`src/rtl/dmem_pkg.sv`:
```
// Shared types and constants for the data-memory arbiter slice.
package dmem_pkg;

   // Arbiter FSM: free arbitration, or a lock held by port 0 / port 1
   typedef enum logic [1:0] {
      IDLE  = 2'd0,
      LOCK0 = 2'd1,
      LOCK1 = 2'd2
   } state_t;

   // Port identifiers as stored in the round-robin pointer
   localparam logic PORT_CPU = 1'b0;
   localparam logic PORT_EXT = 1'b1;

   // Byte-enable patterns
   localparam logic [3:0] WE_NONE = 4'b0000;
   localparam logic [3:0] WE_WORD = 4'b1111;

   // An access with no byte enables is a read
   function automatic logic is_read(input logic [3:0] we);
      return (we == WE_NONE);
   endfunction

endpackage

```
`src/rtl/dmem_arbiter_rr_pick2.sv`:
```
// Two-way round-robin selector: on contention the port that was not
// granted last wins; a lone requester always wins.
module rr_pick2
   import dmem_pkg::*;
(
   input  logic [1:0] req,
   input  logic       last,
   output logic [1:0] gnt
);

   // Pure combinational pick based on the request pattern and the pointer
   always_comb begin
      gnt = 2'b00;
      case (req)
         2'b01:   gnt = 2'b01;
         2'b10:   gnt = 2'b10;
         2'b11: begin
            if (last == PORT_CPU) begin
               gnt = 2'b10;
            end else begin
               gnt = 2'b01;
            end
         end
         default: gnt = 2'b00;
      endcase
   end

endmodule

```
`src/rtl/dmem_arbiter.sv`:
```
// Shares one single-ported byte-writable data memory between the CPU data
// port (port 0) and an external master (port 1). Round-robin fairness with a
// bounded lock for back-to-back accesses; read data returns one cycle later.
module dmem_arbiter
   import dmem_pkg::*;
#(
   parameter int ADDR_W   = 32,
   parameter int MAX_LOCK = 8
) (
   input  logic              clk,
   input  logic              reset,
   input  logic              m0_req,
   input  logic              m0_lock,
   input  logic [ADDR_W-1:0] m0_addr,
   input  logic [31:0]       m0_wdata,
   input  logic [3:0]        m0_we,
   output logic              m0_gnt,
   output logic              m0_rvalid,
   output logic [31:0]       m0_rdata,
   input  logic              m1_req,
   input  logic              m1_lock,
   input  logic [ADDR_W-1:0] m1_addr,
   input  logic [31:0]       m1_wdata,
   input  logic [3:0]        m1_we,
   output logic              m1_gnt,
   output logic              m1_rvalid,
   output logic [31:0]       m1_rdata,
   output logic              mem_en,
   output logic [ADDR_W-1:0] mem_addr,
   output logic [31:0]       mem_wdata,
   output logic [3:0]        mem_we,
   input  logic [31:0]       mem_rdata
);

   localparam int                 LCNT_W   = $clog2(MAX_LOCK + 1);
   localparam logic [LCNT_W-1:0]  LCNT_MAX = LCNT_W'(MAX_LOCK);
   localparam logic [LCNT_W-1:0]  LCNT_ONE = LCNT_W'(1);
   localparam logic [LCNT_W-1:0]  LCNT_ZERO = {LCNT_W{1'b0}};
   // With a bound of one the first grant already exhausts the lock
   localparam logic               LOCK_EN  = (MAX_LOCK > 1);

   state_t             r_state;
   state_t             w_state_nxt;
   logic               r_last;
   logic               w_last_nxt;
   logic [LCNT_W-1:0]  r_lcnt;
   logic [LCNT_W-1:0]  w_lcnt_nxt;
   logic [LCNT_W-1:0]  w_lcnt_inc;
   logic [1:0]         r_rvalid;
   logic [1:0]         w_rvalid_nxt;
   logic [1:0]         w_req;
   logic [1:0]         w_rr_gnt;
   logic [1:0]         w_gnt;
   logic               w_idle_arb;

   assign w_req = {m1_req, m0_req};

   rr_pick2 u_pick (
      .req  (w_req),
      .last (r_last),
      .gnt  (w_rr_gnt)
   );

   // Next-state, grant and lock-counter logic
   always_comb begin
      w_gnt       = 2'b00;
      w_state_nxt = r_state;
      w_last_nxt  = r_last;
      w_lcnt_nxt  = r_lcnt;
      w_lcnt_inc  = r_lcnt + LCNT_ONE;
      w_idle_arb  = 1'b0;
      if (reset) begin
         w_gnt = 2'b00;
      end else begin
         case (r_state)
            IDLE: begin
               w_idle_arb = 1'b1;
            end
            LOCK0: begin
               if (m0_req) begin
                  w_gnt      = 2'b01;
                  w_last_nxt = PORT_CPU;
                  if (!m0_lock || (w_lcnt_inc == LCNT_MAX)) begin
                     w_state_nxt = IDLE;
                     w_lcnt_nxt  = LCNT_ZERO;
                  end else begin
                     w_lcnt_nxt  = w_lcnt_inc;
                  end
               end else begin
                  // Holder walked away: arbitrate normally this very cycle
                  w_state_nxt = IDLE;
                  w_lcnt_nxt  = LCNT_ZERO;
                  w_idle_arb  = 1'b1;
               end
            end
            LOCK1: begin
               if (m1_req) begin
                  w_gnt      = 2'b10;
                  w_last_nxt = PORT_EXT;
                  if (!m1_lock || (w_lcnt_inc == LCNT_MAX)) begin
                     w_state_nxt = IDLE;
                     w_lcnt_nxt  = LCNT_ZERO;
                  end else begin
                     w_lcnt_nxt  = w_lcnt_inc;
                  end
               end else begin
                  w_state_nxt = IDLE;
                  w_lcnt_nxt  = LCNT_ZERO;
                  w_idle_arb  = 1'b1;
               end
            end
            default: begin
               w_state_nxt = IDLE;
               w_lcnt_nxt  = LCNT_ZERO;
            end
         endcase

         if (w_idle_arb) begin
            w_gnt = w_rr_gnt;
            if (w_rr_gnt[0]) begin
               w_last_nxt = PORT_CPU;
               if (m0_lock && LOCK_EN) begin
                  w_state_nxt = LOCK0;
                  w_lcnt_nxt  = LCNT_ONE;
               end else begin
                  w_state_nxt = IDLE;
               end
            end else if (w_rr_gnt[1]) begin
               w_last_nxt = PORT_EXT;
               if (m1_lock && LOCK_EN) begin
                  w_state_nxt = LOCK1;
                  w_lcnt_nxt  = LCNT_ONE;
               end else begin
                  w_state_nxt = IDLE;
               end
            end else begin
               w_last_nxt = r_last;
            end
         end else begin
            w_idle_arb = 1'b0;
         end
      end
   end

   // Memory request mux: granted port's signals, all zero when idle
   always_comb begin
      mem_en    = 1'b0;
      mem_addr  = {ADDR_W{1'b0}};
      mem_wdata = 32'h0000_0000;
      mem_we    = WE_NONE;
      if (w_gnt[0]) begin
         mem_en    = 1'b1;
         mem_addr  = m0_addr;
         mem_wdata = m0_wdata;
         mem_we    = m0_we;
      end else if (w_gnt[1]) begin
         mem_en    = 1'b1;
         mem_addr  = m1_addr;
         mem_wdata = m1_wdata;
         mem_we    = m1_we;
      end else begin
         mem_en    = 1'b0;
      end
   end

   // Reads granted this cycle return next cycle to their owner
   always_comb begin
      w_rvalid_nxt = {w_gnt[1] & is_read(m1_we), w_gnt[0] & is_read(m0_we)};
   end

   // Read data steering: only the owning port sees memory data
   always_comb begin
      m0_rdata = 32'h0000_0000;
      m1_rdata = 32'h0000_0000;
      if (r_rvalid[0]) begin
         m0_rdata = mem_rdata;
      end else if (r_rvalid[1]) begin
         m1_rdata = mem_rdata;
      end else begin
         m0_rdata = 32'h0000_0000;
      end
   end

   assign m0_gnt    = w_gnt[0];
   assign m1_gnt    = w_gnt[1];
   assign m0_rvalid = r_rvalid[0];
   assign m1_rvalid = r_rvalid[1];

   // State, round-robin pointer, lock counter and read-return registers
   always_ff @(posedge clk) begin
      if (reset) begin
         r_state  <= IDLE;
         r_last   <= PORT_EXT;
         r_lcnt   <= LCNT_ZERO;
         r_rvalid <= 2'b00;
      end else begin
         r_state  <= w_state_nxt;
         r_last   <= w_last_nxt;
         r_lcnt   <= w_lcnt_nxt;
         r_rvalid <= w_rvalid_nxt;
      end
   end

endmodule

```
`config.mk`:
```
export PLATFORM = sky130hd
export DESIGN_NAME = dmem_arbiter
export DESIGN_NICKNAME = d
export VERILOG_FILES = /design/src/rtl/dmem_pkg.sv /design/src/rtl/dmem_arbiter_rr_pick2.sv /design/src/rtl/dmem_arbiter.sv
export SDC_FILE = /design/constraint.sdc
export NUM_CORES = 1
export LEC_CHECK = 0
export BUFFER_PORTS_ARGS = -buffer_cell sky130_fd_sc_hd__buf_2
export CAP_MARGIN = 15
export CORE_AREA = 2 2 121 123
export DETAILED_ROUTE_END_ITERATION = 7
export DIE_AREA = 0 0 123 125
export PLACE_DENSITY_LB_ADDON = 0.25
export RECOVER_POWER = 25
export SLEW_MARGIN = 20
export SYNTH_ARGS = -nofsm -noshare
export SYNTH_HDL_FRONTEND = slang
export SYNTH_SLANG_ARGS = --single-unit
export TNS_END_PERCENT = 100
```
`constraint.sdc`:
```
create_clock -name clk -period 5.75 [get_ports clk]
set_clock_uncertainty 0.2 [all_clocks]
set_input_delay 0.575 -clock clk [delete_from_list [all_inputs] [get_ports clk]]
set_output_delay 0.575 -clock clk [all_outputs]
set_load 0.05 [all_outputs]
```
==> results.sh <==
export IMPL_synth_xor_area_share_pct=0
export IMPL_grt_pass1_vias=2848
export IMPL_crit_slowest_cell="o211a_2"
export IMPL_worst_path_buf_inv=3
export IMPL_p_per_area_nw_per_um2=165.8
export IMPL_synth_fa_ha_area_share_pct=4.181
export IMPL_cp_max_fo=42
export IMPL_yosysWarningCount=0
export IMPL_cts_root_buf="clkbuf_16"
export IMPL_synthFlopType="dfxtp_1"
export IMPL_crit_chain="inv_1, ha_1, nor2b_1, o31ai_1, o211a_2, buf_4, a22o_1, buf_2"
export IMPL_port_buffers=310
export IMPL_required_ns=4.97
export IMPL_cts_max_path_buffers=2
export IMPL_wl_per_cell_um=15.87
export IMPL_fin_crit_sh_pct=73.29
export IMPL_grtUsageTotal_pct=13.17
export IMPL_drc=0
export IMPL_synth_compound_area_share_pct=43.14
export IMPL_final_common_cell="buf_2"
export IMPL_vias_per_cell=4.297
export IMPL_drtIter0Drc=79
export IMPL_hold_violations=0
export IMPL_clock_latency_ns=0.24
export IMPL_start_util_pct=12.64
export IMPL_dieArea_um2=15380
export IMPL_arrival_ns=3.44
export IMPL_fin_crit_ns=4.214
export IMPL_ys_types=41
export IMPL_hold_class="reg2reg"
export IMPL_slew_headroom_pct=39.66
export IMPL_synth_area_top_cells="a22o_1, and2_1, dfxtp_1"
export IMPL_max_freq_mhz=237.3
export IMPL_nets=713
export IMPL_die_h_um=125
export IMPL_crit_family="compound AO/OA/AOI/OAI gates"
export IMPL_timing_final_max_slew_violations=0
export IMPL_area_growth_syn_to_layout_pct=96.79
export IMPL_antenna_found_initial=6
export IMPL_synth_edf_count=0
export IMPL_synth_top_area_share_pct=33.17
export IMPL_holdBufCountCts=0
export IMPL_synth_mux_area_share_pct=0.6272
export IMPL_fp_coreArea_um2=14200
export IMPL_synthSimpleGateAreaFrac_pct=33.73
export IMPL_syn_nets=418
export IMPL_p_total_w=0.0005859
export IMPL_critPathKind="reg2out"
export IMPL_end_kind="primary output"
export IMPL_hold_slack_ns=0.3433
export IMPL_max_stage_delay_ns=0.83
export IMPL_numCtsBuffers=3
export IMPL_grt_pass1_wl_um=15630
export IMPL_detail_route_antenna_nets=0
export IMPL_drtPass1Iterations=4
export IMPL_netlist_area_um2=1795
export IMPL_drive_above_1_share_pct=54.89
export IMPL_gr_total_overflow=0
export IMPL_dp_hpwl_um=9785
export IMPL_status="finished clean"
export IMPL_vias=3085
export IMPL_ctsResizeCount=0
export IMPL_die_width_um=123
export IMPL_cap_violations=0
export IMPL_htree_levels=1
export IMPL_synth_top_family_by_area="compound AO/OA/AOI/OAI gates"
export IMPL_gp_congestion=0.9312
export IMPL_synth_largest_area_cell="a22o_1"
export IMPL_grt_start_max_net_pins=49
export IMPL_avgSynthCellArea_um2=7.544
export IMPL_layout_common_cells="buf_2, a22o_1, and2_1"
export IMPL_post_cts_repair_setup_buffers=0
export IMPL_cts_tree="done"
export IMPL_ys_seq_elements=9
export IMPL_max_vdd_ir_drop_v=0.0001174
export IMPL_placement_rows=44
export IMPL_async_reset_ff_share_pct=0
export IMPL_numClockSinks=9
export IMPL_rsz0062_at_grt="no"
export IMPL_ys_seq_area_share_pct=10.03
export IMPL_wirelength_um=11400
export IMPL_startpoint_type="flop"
export IMPL_syn_inst=238
export IMPL_power_leakage_nw=2.041
export IMPL_tightest_slew_ns=0.9051
export IMPL_ios=311
export IMPL_setup_viol=0
export IMPL_fin_tns_setup_ns=0
export IMPL_clk_pin_slew_ns=0.04
## worst register-to-register path: stages (launching register included)
cell,delay [ns]
dfxtp_1,0.37
inv_1,0.08
ha_1,0.26
nor2b_1,0.19
o31ai_1,0.47
o211a_2,0.83
and2_1,0.27
## final cells by class
cell class / instances / area (um2)
clock buffer: 4 / 78.83
inverter: 7 / 26.28
tap: 184 / 230.2
antenna: 2 / 5.005
timing repair buffer: 313 / 1539
multi-input combinational: 199 / 1474
fill: 1619 / 10670
sequential: 9 / 180.2
## power breakdown
part	internal, W	total, W	switching [W]
registers	0.0000658	0.0000701	0.00000429
clock network	0.0000928	0.000124	0.0000310
logic	0.000120	0.000392	0.000272
total	0.000279	0.000586	0.000307
## path summary, 6_finish.rpt
kind,from,slack (ns),endpoint,depth (start not counted)
worst min register to register,r_state[1]$_SDFF_PP0_,0.34,r_state[1]$_SDFF_PP0_,2
worst max-delay path,r_state[0]$_SDFF_PP0_,1.54,mem_wdata[22],8
worst min-delay path,r_state[1]$_SDFF_PP0_,0.34,r_state[1]$_SDFF_PP0_,2
worst max register to register,r_state[0]$_SDFF_PP0_,3.01,r_rvalid[0]$_SDFF_PP0_,6
## flip-flops by register name, indices dropped and copies added, names as in the netlist
name	count
r_last	1
r_lcnt	4
r_rvalid	2
r_state	2
## metal layers
| layer | GRT usage [%] | part of all wire, % |
|---|---|---|
| met1 | 13.91 | 37 |
| met3 | 1.962 | 8.7 |
| met5 | 0 | 0.24 |
| met4 | 3.543 | 2.1 |
| met2 | 26.26 | 52 |
## through the flow
stage	area (um2)	setup WS, ns	util [%]	cells
3_5_place_dp	3485	1.770	24.53	712
6_report	3533	1.536	24.88	718
5_1_grt	3531	1.281	24.86	717
2_1_floorplan	1795	2.650	-	238
4_1_cts	3563	1.513	25.09	716
3_3_place_gp	3485	1.859	24.53	712
## synthesized netlist by cell type, types with 2 or more instances
| master | n |
|---|---|
| nor2_1 | 3 |
| inv_1 | 7 |
| dfxtp_1 | 9 |
| buf_6 | 2 |
| and2_1 | 65 |
| or3_1 | 2 |
| buf_2 | 11 |
| a21oi_1 | 5 |
| nand2b_1 | 3 |
| ha_1 | 6 |
| o31ai_1 | 2 |
| buf_4 | 2 |
| nor2b_1 | 3 |
| nand3_1 | 8 |
| a22o_1 | 68 |
| o21a_1 | 2 |
| nand4_1 | 3 |
| nand2_1 | 3 |
| o21ai_0 | 5 |
| clkbuf_1 | 8 |
## kinds of logic after synthesis
logic type | Yosys count
buffers and inverters | 30
AO/OA/AOI/OAI | 93
AND/OR/NAND/NOR | 99
adder cells (fa/ha/maj) | 6
multiplexers | 1
flip-flops | 9
(Power assumes the default switching activity.)
